--- config.mk ---
export PLATFORM = sky130hd
export DESIGN_NAME = proc_ctrl
export DESIGN_NICKNAME = d
export VERILOG_FILES = /design/src/rtl/proc_pkg.sv /design/src/rtl/proc_ctrl.sv
export SDC_FILE = /design/constraint.sdc
export NUM_CORES = 1
export LEC_CHECK = 0
export CORE_MARGIN = 2
export CORE_UTILIZATION = 42
export DETAILED_ROUTE_END_ITERATION = 12
export GPL_TIMING_DRIVEN = 0
export PLACE_DENSITY = 0.74
export SYNTH_ARGS = -nofsm -noshare
export SYNTH_HDL_FRONTEND = slang
export SYNTH_SLANG_ARGS = --single-unit
--- constraint.sdc ---
create_clock -name clk -period 1.7 [get_ports clk]
set_input_delay 0.255 -clock clk [delete_from_list [all_inputs] [get_ports clk]]
set_output_delay 0.255 -clock clk [all_outputs]
set_load 0.005 [all_outputs]
--- src/rtl/proc_pkg.sv ---
// Shared definitions for the proc_ctrl instruction sequencer: opcodes,
// ALU operation codes, the immediate operand select and the FSM state type.
package proc_pkg;

  localparam logic [2:0] OPC_MV  = 3'b000;
  localparam logic [2:0] OPC_MVI = 3'b001;
  localparam logic [2:0] OPC_ADD = 3'b010;
  localparam logic [2:0] OPC_SUB = 3'b011;
  localparam logic [2:0] OPC_AND = 3'b100;

  localparam logic [1:0] ALU_ADD = 2'b00;
  localparam logic [1:0] ALU_SUB = 2'b01;
  localparam logic [1:0] ALU_AND = 2'b10;

  localparam logic [3:0] SEL_IMM = 4'd8;

  typedef enum logic [1:0] {IDLE, T1, T2, T3} state_e;

endpackage

--- src/rtl/proc_ctrl.sv ---
// Multi-cycle control unit for a small register-file processor: mv/mvi in one
// execute cycle, add/sub(/and) in three. Define PROC_CTRL_AND_EN to enable opcode 100 as and.
module proc_ctrl
  import proc_pkg::*;
#(
  parameter int OP_W  = 3,
  parameter int REG_N = 8
) (
  input  logic              clk,
  input  logic              rst,
  input  logic              run,
  input  logic [OP_W+5:0]   instr,
  output logic [3:0]        sel,
  output logic [REG_N-1:0]  r_in,
  output logic              a_in,
  output logic              g_in,
  output logic [1:0]        alu_op,
  output logic              wb_alu,
  output logic              done,
  output logic              busy,
  output logic              err
);

  state_e            state_q, state_d;
  logic [OP_W+5:0]   ir_q, ir_d;

  logic [OP_W-1:0]   op_d;
  logic [2:0]        rx_d, ry_d;
  logic [REG_N-1:0]  rx_onehot;

  logic [3:0]        sel_d;
  logic [REG_N-1:0]  r_in_d;
  logic              a_in_d, g_in_d, wb_alu_d, done_d, err_d;
  logic [1:0]        alu_op_d;

  function automatic logic is_alu(input logic [OP_W-1:0] op);
`ifdef PROC_CTRL_AND_EN
    return (op == OP_W'(OPC_ADD)) || (op == OP_W'(OPC_SUB)) || (op == OP_W'(OPC_AND));
`else
    return (op == OP_W'(OPC_ADD)) || (op == OP_W'(OPC_SUB));
`endif
  endfunction

  function automatic logic [1:0] alu_code(input logic [OP_W-1:0] op);
    if (op == OP_W'(OPC_SUB)) return ALU_SUB;
`ifdef PROC_CTRL_AND_EN
    if (op == OP_W'(OPC_AND)) return ALU_AND;
`endif
    return ALU_ADD;
  endfunction

  // Next-state and instruction capture; run is only looked at in IDLE.
  always_comb begin
    // NOTE: every variable gets a default first so no path leaves it unassigned (no latch).
    state_d = state_q;
    ir_d    = ir_q;
    unique case (state_q)
      IDLE: if (run) begin
        state_d = T1;
        ir_d    = instr;
      end
      T1:      state_d = is_alu(ir_q[OP_W+5:6]) ? T2 : IDLE;
      T2:      state_d = T3;
      T3:      state_d = IDLE;
      default: state_d = IDLE;
    endcase
  end

  assign op_d = ir_d[OP_W+5:6];
  assign rx_d = ir_d[5:3];
  assign ry_d = ir_d[2:0];

  always_comb begin
    rx_onehot       = '0;
    rx_onehot[rx_d] = 1'b1;
  end

  // Outputs for the cycle the FSM is about to enter, so they come straight from flops.
  always_comb begin
    sel_d    = '0;
    r_in_d   = '0;
    a_in_d   = 1'b0;
    g_in_d   = 1'b0;
    alu_op_d = ALU_ADD;
    wb_alu_d = 1'b0;
    done_d   = 1'b0;
    err_d    = 1'b0;
    unique case (state_d)
      T1: begin
        if (op_d == OP_W'(OPC_MV)) begin
          sel_d  = {1'b0, ry_d};
          r_in_d = rx_onehot;
          done_d = 1'b1;
        end else if (op_d == OP_W'(OPC_MVI)) begin
          sel_d  = SEL_IMM;
          r_in_d = rx_onehot;
          done_d = 1'b1;
        end else if (is_alu(op_d)) begin
          sel_d  = {1'b0, rx_d};
          a_in_d = 1'b1;
        end else begin
          done_d = 1'b1;
          err_d  = 1'b1;
        end
      end
      T2: begin
        sel_d    = {1'b0, ry_d};
        g_in_d   = 1'b1;
        alu_op_d = alu_code(op_d);
      end
      T3: begin
        wb_alu_d = 1'b1;
        r_in_d   = rx_onehot;
        done_d   = 1'b1;
      end
      default: ;
    endcase
  end

  always_ff @(posedge clk) begin
    // NOTE: sequential state uses non-blocking assignments so every flop samples pre-edge values.
    if (rst) begin
      state_q <= IDLE;
      ir_q    <= '0;
      sel     <= '0;
      r_in    <= '0;
      a_in    <= 1'b0;
      g_in    <= 1'b0;
      alu_op  <= ALU_ADD;
      wb_alu  <= 1'b0;
      done    <= 1'b0;
      busy    <= 1'b0;
      err     <= 1'b0;
    end else begin
      state_q <= state_d;
      ir_q    <= ir_d;
      sel     <= sel_d;
      r_in    <= r_in_d;
      a_in    <= a_in_d;
      g_in    <= g_in_d;
      alu_op  <= alu_op_d;
      wb_alu  <= wb_alu_d;
      done    <= done_d;
      busy    <= (state_d != IDLE);
      err     <= err_d;
    end
  end

endmodule

==> flow_summary.toml <==
[worst_setup_path]
slowest_stage = "dfxtp_2"
r2r_cells = 7
crit_top_cell = "nor3b_4"
setup.worst_path.start_class = "flop"
cp-endpoint = "sel[2]$_SDFF_PP0_"
cp_data_required_time_ps = 1940
crit_family = "simple AND/OR/NAND/NOR gates"
critPathCaptureType = "flop"
worstReg2RegEnd = "sel[2]$_SDFF_PP0_"
worst_ep_arrival_time_ps = 2030
timing.critical_path.from = "state_q[1]$_SDFF_PP0_"
critical_path.cell_chain = "and2b_1, a21oi_4, ha_4, nor3b_4, nor3b_4, o31ai_2, o221ai_1"
path_depth = 7
path_buf_inv = 0
r2r_setup_slack_ps = -90
slowest_delay_ps = 350
worstSetupPathType = "reg -> reg"
reg2reg_from = "state_q[1]$_SDFF_PP0_"
crit_path_max_fanout = 4

[power]
netSwitchingPower_mw = 0.355
clockPowerShare = 0.272
intPower_mw = 1.03
switching_share = 0.256
vdd_drop_max_uv = 572
p_per_area_nw_per_um2 = 772
seq_power_share = 0.540
combPwrFrac = 0.188
leakage_nw = 0.717

[synthesis]
ys_seq_area_frac = 0.511
synth_cells = 124
yosys.area.top_type_share = 0.511
synth.area.top_cells = "dfxtp_1, nor2_1, mux2i_1, nor3b_1, nand2_1"
synth_area_per_cell_um2 = 9.48
syn-num-nets = 139
syn-cell-area_um2 = 1180
synth_top_area_cell = "dfxtp_1"
synth_cell_types = 28
ys_ff_latch = 30
ys_warn_count = 0

[cells_and_area]
utilization = 0.662
final_nets = 189
n_antenna_cell = 0
syn_to_final_growth_pct = 52.6
post_route_cells_drive_above_1_share = 0.236
final_cells = 205
n_fill_cell = 225

[placement]
post-place-cells = 185
hpwl_um = 1890
numPortBuffers = 30
place_congestion = 0.934

[floorplanning]
start_util = 0.434
die_h_um = 56.9
core-area_um2 = 2710
num_rows = 19
die_w_um = 56.9
dieArea_um2 = 3240
pin_count = 32

[detailed_routing]
vias = 1060
drt-total-wl_um = 2710
avgViaCountPerCell = 5.17
drtIter0Drc = 12
post-route-drc-count = 0
wl_per_cell_um = 13.2
drtPass1Iterations = 4
ant_nets = 0

[sta]
slew_viol_final = 0
fin_setup_tns_ps = -223
fmax_ghz = 0.559
setup_viol = 3
rsz0062_at_grt = "yes"
period_needed_ps = 1790
hold_viol_final = 0
finClkSkew_ps = 6.49
layout_setup_ws_ps = -88.5
fin_crit_sh = 1.05

[global_routing]
overflow = 0
grt_max_degree = 11
antenna_found_initial = 0
grt_pass1_wl_um = 4660
grt.total_usage = 0.187
grt_pass1_vias = 1105

[clocking]
h-tree-depth = 2
numCtsBuffers = 5
tritoncts = "done"
clk_latency_ps = 320
clkSinkCount = 30
cts-root-buf = "clkbuf_4"
cts_hold_buf = 0
cts_buffer_depth = 2
clkTransAtPathRegs_ps = 80

[status]
status = "finished, violations left"
violations = "negative setup slack"

[min_path]
hold_start = "ir_q[2]$_SDFF_PP0_"
worstHoldPathType = "reg -> reg"

[flow_run]
maxCapViolCount = 0
cells in the final DEF (no fill, tap or decap), types with 2 or more instances in the layout:
master           instances
a21oi_1                  5
nor2b_4                  2
dfxtp_2                  2
o211ai_4                 2
a31oi_1                  4
ha_1                     2
buf_4                   14
and2_1                   2
dfxtp_1                 27
nor2_1                  20
nor2b_1                  4
mux2i_1                  5
nor3b_2                  2
nor3b_4                  2
clkbuf_1                 3
clkbuf_4                 6
o221ai_1                 3
inv_1                    6
clkdlybuf4s50_1         29
nor3b_1                  3
nand2_1                 12
worst reg2reg max path: stages, from the launching register on:
cell and delay (ps):
dfxtp_2 350, and2b_1 210, a21oi_4 190, ha_4 180, nor3b_4 200, nor3b_4 250
o31ai_2 120, o221ai_1 210
routing by layer:
layer | routed length, um | track usage | vias to the layer above
met5 | 0 | 0 | -
met2 | 1480 | 0.345 | 31
met3 | 157 | 0.0461 | 9
met4 | 77 | 0.0831 | 0
li1 | - | - | 518
met1 | 991 | 0.198 | 502
synthesized netlist by cell type:
master / instances
nand2_1: 12
ha_1: 3
nor2b_1: 6
buf_4: 1
and4_1: 1
inv_1: 6
buf_6: 1
mux2_4: 1
clkbuf_1: 1
o211ai_2: 2
dfxtp_1: 30
o31ai_1: 1
and2b_1: 1
nor2_1: 20
buf_2: 2
nand4_1: 1
a21oi_1: 6
or3b_1: 1
nor3b_1: 7
or2_2: 1
o221ai_1: 3
mux2_2: 1
conb_1: 1
and3b_1: 1
mux2i_1: 6
a31oi_1: 4
and2_1: 2
nor3_1: 2
metrics by stage:
step | power [mW] | hold slack, ps | setup WS [ps] | instance area (um^2)
global route | 1.45 | 532 | -234 | 1790
detailed placement | 0.950 | 476 | -597 | 1530
CTS | 1.35 | 487 | -85.3 | 1690
finish | 1.38 | 494 | -88.5 | 1790
floorplan | 0.871 | 324 | 1.05 | 1190
global placement | 0.945 | 460 | -558 | 1530
state kept, by name, summed over array words and instances, names as in the netlist:
name and flops:
sel 4, g_in 1, wb_alu 1, r_in 8, done 1, a_in 1, busy 1, ir_q 9
alu_op 1, err 1, state_q 2
cells by family after synthesis:
kind of cell    synth area share
mux                       0.0734
fa+ha+maj                 0.0319
compound gates            0.0968
buf+inv                   0.0468
flops                      0.511
other cells              0.00319
simple gates               0.237
layout make-up:
cell class                 instances  area (um^2)  area share
buffer                             5         37.5      0.0209
clock buffer                       7         45.0      0.0251
inverter                           6         22.5      0.0126
multi-input combinational         83          634       0.354
sequential                        30          607       0.338
tap                               31         38.8      0.0216
timing repair buffer              43          409       0.228
timing repair:
action	CTS	global route
setup buffers	8	5
pin swaps	9	2
endpoints found under the hold margin	0	0
gates resized for setup	13	11
setup endpoints to repair	12	17
power by group through the flow:
stage          Clock (mW)  Combinational, mW  Sequential, mW
2_1_floorplan           0              0.112           0.759
3_3_place_gp            0              0.186           0.759
3_5_place_dp            0              0.190           0.760
4_1_cts             0.382              0.220           0.746
5_1_grt             0.419              0.283           0.752
6_report            0.376              0.260           0.748
worst min path at each step:
stage	to	slack, ps	depth (start not counted)
final	ir_q[2]$_SDFF_PP0_	490	2
after global routing	ir_q[2]$_SDFF_PP0_	530	2
after CTS	ir_q[7]$_SDFF_PP0_	490	2
after detailed placement	ir_q[7]$_SDFF_PP0_	480	2
after global placement	ir_q[7]$_SDFF_PP0_	460	2
after floorplan	ir_q[4]$_SDFF_PP0_	320	1
Note: power is estimated with default switching activity, not from simulation.
